==> config.mk <==
export PLATFORM = sky130hd
export DESIGN_NAME = boot_rom_loader
export DESIGN_NICKNAME = d
export VERILOG_FILES = /design/src/rtl/boot_rom_loader.sv
export SDC_FILE = /design/constraint.sdc
export NUM_CORES = 1
export LEC_CHECK = 0
export CAP_MARGIN = 0
export CELL_PAD_IN_SITES_DETAIL_PLACEMENT = 0
export CELL_PAD_IN_SITES_GLOBAL_PLACEMENT = 1
export CORE_MARGIN = 1.5
export CORE_UTILIZATION = 47
export CTS_CLUSTER_DIAMETER = 50
export DETAILED_ROUTE_END_ITERATION = 8
export GPL_ROUTABILITY_DRIVEN = 0
export PLACE_DENSITY = 0.89
export SLEW_MARGIN = 20
export SYNTH_ARGS = -nofsm -noshare
export SYNTH_HDL_FRONTEND = slang
export SYNTH_SLANG_ARGS = --single-unit
==> constraint.sdc <==
create_clock -name gclk -period 4.2 [get_ports gclk]
set_input_delay 0.42 -clock gclk [delete_from_list [all_inputs] [get_ports gclk]]
set_output_delay 0.42 -clock gclk [all_outputs]
set_load 0.005 [all_outputs]
==> src/rtl/boot_rom_loader.sv <==
// boot_rom_loader: walks a contiguous word range of the 32-bit boot ROM and streams the
// words out over valid/ready. The ROM has a 2-cycle registered read latency. A
// credit-limited issue pipe and a small output FIFO hide that latency, so downstream
// backpressure never loses a word.
// gclk carries the clk2x clock, which is the same clock domain as the ROM.
// Optional checksum feature: define BOOT_ROM_LOADER_CSUM_EN.
module boot_rom_loader #(
  parameter int unsigned ADDRMSB    = 10,
  parameter int unsigned FIFO_DEPTH = 4
) (
  input  logic                 gclk,
  input  logic                 rstn,
  input  logic                 start,
  input  logic [ADDRMSB:0]     base_addr,
  input  logic [ADDRMSB+1:0]   num_words,
  input  logic                 abort,
  output logic                 busy,
  output logic                 done,
  output logic [ADDRMSB:0]     rom_addr,
  input  logic [31:0]          rom_dout,
  output logic                 out_valid,
  input  logic                 out_ready,
  output logic [31:0]          out_data,
  output logic [ADDRMSB:0]     out_addr
`ifdef BOOT_ROM_LOADER_CSUM_EN
  ,
  input  logic [31:0]          csum_exp,
  output logic [31:0]          csum,
  output logic                 csum_ok
`endif
);

  localparam int unsigned PW = $clog2(FIFO_DEPTH);

  typedef enum logic [1:0] {IDLE, FETCH, DRAIN, DONE} state_t;

  state_t               state_q, state_d;
  logic [ADDRMSB:0]     next_addr_q;
  logic [ADDRMSB+1:0]   remaining_q;
  logic                 v1_q, v2_q;
  logic [ADDRMSB:0]     a1_q, a2_q;
  logic [31:0]          fifo_data_q [FIFO_DEPTH];
  logic [ADDRMSB:0]     fifo_addr_q [FIFO_DEPTH];
  logic [PW-1:0]        wr_ptr_q, rd_ptr_q;
  logic [PW:0]          count_q;

  logic                 accept, stop, issue, push, pop, last_issue;
  logic [PW+1:0]        occ;

  // Handshakes, credit check and issue decision.
  always_comb begin
    accept     = (state_q == IDLE) && start;
    stop       = abort && ((state_q == FETCH) || (state_q == DRAIN));
    push       = v2_q;
    pop        = out_valid && out_ready;
    // Occupancy seen by the credit rule: a pop this cycle frees its slot immediately.
    occ        = (PW+2)'(count_q) + (PW+2)'(v1_q) + (PW+2)'(v2_q) - (PW+2)'(pop);
    issue      = (state_q == FETCH) && !abort && (remaining_q != '0) &&
                 (occ < (PW+2)'(FIFO_DEPTH));
    last_issue = issue && (remaining_q == (ADDRMSB+2)'(1));
  end

  // Next-state logic and status outputs.
  always_comb begin
    state_d = state_q;
    unique case (state_q)
      IDLE:  if (start) state_d = (num_words == '0) ? DONE : FETCH;
      FETCH: begin
        if (abort) state_d = DONE;
        else if (last_issue) state_d = DRAIN;
      end
      DRAIN: begin
        if (abort) begin
          state_d = DONE;
        end else if (!v1_q && !v2_q &&
                     ((count_q == '0) || ((count_q == (PW+1)'(1)) && pop))) begin
          state_d = DONE;
        end
      end
      DONE:  state_d = IDLE;
      default: state_d = IDLE;
    endcase
  end

  assign busy      = (state_q != IDLE);
  assign done      = (state_q == DONE);
  // next_addr_q is held after the final issue so rom_addr keeps the last address read.
  assign rom_addr  = next_addr_q;
  assign out_valid = (count_q != '0);
  assign out_data  = fifo_data_q[rd_ptr_q];
  assign out_addr  = fifo_addr_q[rd_ptr_q];

  // State register, address walker and remaining-word counter.
  always_ff @(posedge gclk or negedge rstn) begin
    if (!rstn) begin
      state_q     <= IDLE;
      next_addr_q <= '0;
      remaining_q <= '0;
    end else begin
      state_q <= state_d;
      if (accept && (num_words != '0)) begin
        next_addr_q <= base_addr;
        remaining_q <= num_words;
      end else if (issue) begin
        remaining_q <= remaining_q - (ADDRMSB+2)'(1);
        if (!last_issue) next_addr_q <= next_addr_q + (ADDRMSB+1)'(1);
      end
    end
  end

  // Two-stage in-flight pipe tracking the ROM read latency.
  always_ff @(posedge gclk or negedge rstn) begin
    if (!rstn) begin
      v1_q <= 1'b0;
      v2_q <= 1'b0;
      a1_q <= '0;
      a2_q <= '0;
    end else if (stop) begin
      v1_q <= 1'b0;
      v2_q <= 1'b0;
    end else begin
      v1_q <= issue;
      a1_q <= next_addr_q;
      v2_q <= v1_q;
      a2_q <= a1_q;
    end
  end

  // Output FIFO: stage-2 pushes the returning ROM word; abort flushes it.
  always_ff @(posedge gclk or negedge rstn) begin
    if (!rstn) begin
      for (int unsigned i = 0; i < FIFO_DEPTH; i++) begin
        fifo_data_q[i] <= '0;
        fifo_addr_q[i] <= '0;
      end
      wr_ptr_q <= '0;
      rd_ptr_q <= '0;
      count_q  <= '0;
    end else if (stop) begin
      wr_ptr_q <= '0;
      rd_ptr_q <= '0;
      count_q  <= '0;
    end else begin
      if (push) begin
        fifo_data_q[wr_ptr_q] <= rom_dout;
        fifo_addr_q[wr_ptr_q] <= a2_q;
        wr_ptr_q              <= wr_ptr_q + PW'(1);
      end
      if (pop) rd_ptr_q <= rd_ptr_q + PW'(1);
      unique case ({push, pop})
        2'b10:   count_q <= count_q + (PW+1)'(1);
        2'b01:   count_q <= count_q - (PW+1)'(1);
        default: count_q <= count_q;
      endcase
    end
  end

  // The credit rule makes a push into a full FIFO impossible.
  assert property (@(posedge gclk) disable iff (!rstn)
                   !(push && !pop && (count_q == (PW+1)'(FIFO_DEPTH))));

`ifdef BOOT_ROM_LOADER_CSUM_EN
  logic [31:0] csum_q, csum_exp_q;
  logic        csum_ok_q, aborted_q;

  // Running sum of accepted words; verdict latched during the done cycle.
  always_ff @(posedge gclk or negedge rstn) begin
    if (!rstn) begin
      csum_q     <= '0;
      csum_exp_q <= '0;
      csum_ok_q  <= 1'b0;
      aborted_q  <= 1'b0;
    end else begin
      if (accept) begin
        csum_q     <= '0;
        csum_exp_q <= csum_exp;
        aborted_q  <= 1'b0;
      end else begin
        if (pop)  csum_q    <= csum_q + out_data;
        if (stop) aborted_q <= 1'b1;
      end
      if (state_q == DONE) csum_ok_q <= (csum_q == csum_exp_q) && !aborted_q;
    end
  end

  assign csum    = csum_q;
  assign csum_ok = csum_ok_q;
`endif

endmodule

==> results_dict.tcl <==
set metrics [dict create \
    synth-edff-count 0 \
    synth_most_common_cell "dfrtp_1" \
    dp_slack_ns 0.598 \
    ir_drop_mv 0.390 \
    setup_tns_ns 0 \
    hold_slack_ns 0.00881 \
    post-route-min-period_ns 3.55 \
    cp-end-kind "flip-flop" \
    grt_setup_unrepaired "false" \
    cap_violations 0 \
    synth_common_cells "228 x dfrtp_1, 176 x mux2_2, 88 x nand2_1" \
    violations "design-rule violations" \
    coreArea_sq_mm 0.0220 \
    antenna_found_initial 0 \
    maxSlewHeadroom_pct 36.1 \
    die_w_microns 153 \
    cp-start-kind "flip-flop" \
    drt-initial-drc-count 279 \
    syn_area_per_cell_sq_um 13.5 \
    num_rows 54 \
    seq_area_frac_synth_pct 53.9 \
    yosysTopAreaCellShare_pct 53.9 \
    cts_hold_buffers 0 \
    final_nets 984 \
    ys.warnings.count 0 \
    grt_max_degree 123 \
    yosysUniqueCellTypes 50 \
    cts_tree "built" \
    syn_nets 865 \
    utilization_pct 59.4 \
    drtPass1Iterations 6 \
    die_area_sq_mm 0.0234 \
    synth_top_cell_by_area "dfrtp_1" \
    p_per_area_mw_per_mm2 670 \
    p_leak_nw 5.96 \
    cts_resized 0 \
    seq_power_share_pct 38.7 \
    slew_viol_final 0 \
    fmax_mhz 282 \
    status "finished, violations left" \
    min_period_over_period_pct 84.5 \
    ys.flop_type "dfrtp_1" \
    hold_viol 0 \
    skew_ns 0.00934 \
    dp_hpwl_microns 14100 \
    hold_class "in2async" \
    num_io_pins 117 \
    fin_ws_ns 0.651 \
    cp.arrival_ns 3.97 \
    tightest_slew_ns 0.951 \
    internal-power_w 0.00605 \
    clk_latency_ns 0.51 \
    combPwrFrac_pct 33.0 \
    ys_ff_latch 228 \
    via_count 6818 \
    io_buffers 116 \
    initial_core_util_pct 48.2 \
    cts_buffers 27 \
    critPathMaxFanout 28 \
    cts_setup_buffers 0 \
    grt_use_total_pct 19.8 \
    drc 10 \
    p_sw_w 0.00270 \
    die_h_microns 153 \
    netlist_area_sq_mm 0.0106 \
    grt.overflow.total 0 \
    pwr-share-clk_pct 28.3 \
    grt_pass1_wl_microns 38000 \
    dp.cells 1156 \
    path_class "reg2reg" \
    syn_to_final_growth_pct 23.3 \
    clk_pin_slew_ns 0.06 \
    synthCells 786 \
    grt_pass1_vias 7166 \
    ys_async_sr_fraction_pct 100 \
    sw_frac_of_total_pct 30.9 \
    stdcell_count 1205 \
    setup_viol 0 \
    n_antenna_cell 0 \
    antenna_left 0 \
    clockRootBuffer "clkbuf_16" \
    clockBufferDepth 3 \
    viasPerCell 5.66 \
    drive_above_1_share_pct 32.5 \
    synthTopCellsByArea "dfrtp_1 54%, mux2_2 19%, mux4_2 9.2%" \
    cts_max_level 1 \
    required_ns 4.62 \
    wl_per_cell_microns 18.3 \
    cts.sinks 228 \
    wirelength_microns 22100 \
]
flip-flops by register name (all words and copies together) (netlist names):
signal and cells:
push 1, count_q 3, v1_q 1, remaining_q 12, state_q 2, a1_q 11, fifo_addr_q 44, a2_q 11
rom_addr 11, rd_ptr_q 2, fifo_data_q 128, wr_ptr_q 2
layout by cell type (no fill, tap or decap), types with 5 or more instances in the layout:
master	netlist	layout
dfrtp_1	228	226
mux2_2	176	176
clkdlybuf4s50_1	0	115
nand2_1	88	88
mux4_2	43	43
nor2_1	32	32
clkbuf_16	0	27
ha_1	19	19
a31oi_1	18	18
inv_1	15	15
or4_1	14	14
buf_4	0	14
nand3_1	17	13
o31ai_1	12	12
or3_1	7	7
o21ai_0	6	6
clkinvlp_4	0	6
nand4_1	5	5
nor2b_1	5	5
xnor2_1	5	5
nand3_2	1	5
bufinv_16	0	5
stage by stage:
| stage | cell area [sq um] | power (W) |
|---|---|---|
| after floorplan | 10600 | 0.00509 |
| after global placement | 12100 | 0.00623 |
| after detailed placement | 12100 | 0.00633 |
| after CTS | 13100 | 0.00884 |
| after global routing | 13100 | 0.00932 |
| final | 13100 | 0.00875 |
critical path, cell delays in order (launching register included):
cell and delay, ns:
dfrtp_1 0.43, inv_1 0.14, ha_1 0.19, nand2b_1 0.09, and2_1 0.26, xnor2_1 0.27, ha_1 0.28, a21oi_1 0.29
o311a_1 0.25, nand3_2 0.40, or4_1 0.63, a31oi_1 0.22
kinds of logic (layout without fill, tap and decap cells):
group	after synthesis	count (layout)	synth area share, %
AOI/OAI and AO/OA	57	57	3.81
xor gates and xnor gates	6	6	0.497
adders and majority gates	19	19	2.25
buffers and inverters	57	196	2.28
DFF	228	228	53.9
muxes	222	222	28.2
and+or+nand+nor	197	197	9.10
final timing paths:
| path | start | end | cells after the start | slack, ns |
|---|---|---|---|---|
| worst max register to register | count_q[1] | remaining_q[3] | 11 | 0.65 |
| max in group asynchronous | rstn | fifo_addr_q[16] | 2 | 3.23 |
| worst min-delay path | rstn | fifo_data_q[108] | 1 | 0.009 |
| min in group gclk | a1_q[2] | a1_q[2] | 2 | 0.46 |
| worst max-delay path | count_q[1] | remaining_q[3] | 11 | 0.65 |
| worst min register to register | a1_q[2] | a1_q[2] | 2 | 0.46 |
power groups by stage:
| stage | Clock (W) | Combinational, W | Sequential (W) |
|---|---|---|---|
| finish | 0.00248 | 0.00289 | 0.00339 |
| global route | 0.00264 | 0.00319 | 0.00349 |
| CTS | 0.00253 | 0.00292 | 0.00339 |
| detailed placement | 0 | 0.00291 | 0.00342 |
| global placement | 0 | 0.00284 | 0.00339 |
| floorplan | 0 | 0.00193 | 0.00316 |
layout make-up:
cell class | instances | area [sq um]
clock buffers | 32 | 734
flip-flops and latches | 228 | 5710
clock inverters | 17 | 233
well taps | 280 | 350
repair buffers | 132 | 1310
multi-input cells | 501 | 4660
fillers | 1734 | 8910
inverters | 15 | 56.3
layer usage:
layer	track usage, %	vias up	share of wire [%]
li1	-	3133	-
met1	27.7	3485	45
met2	33.2	168	49
met3	2.92	32	4.7
met4	3.55	0	1.4
met5	0	-	0
(Power assumes the default switching activity.)
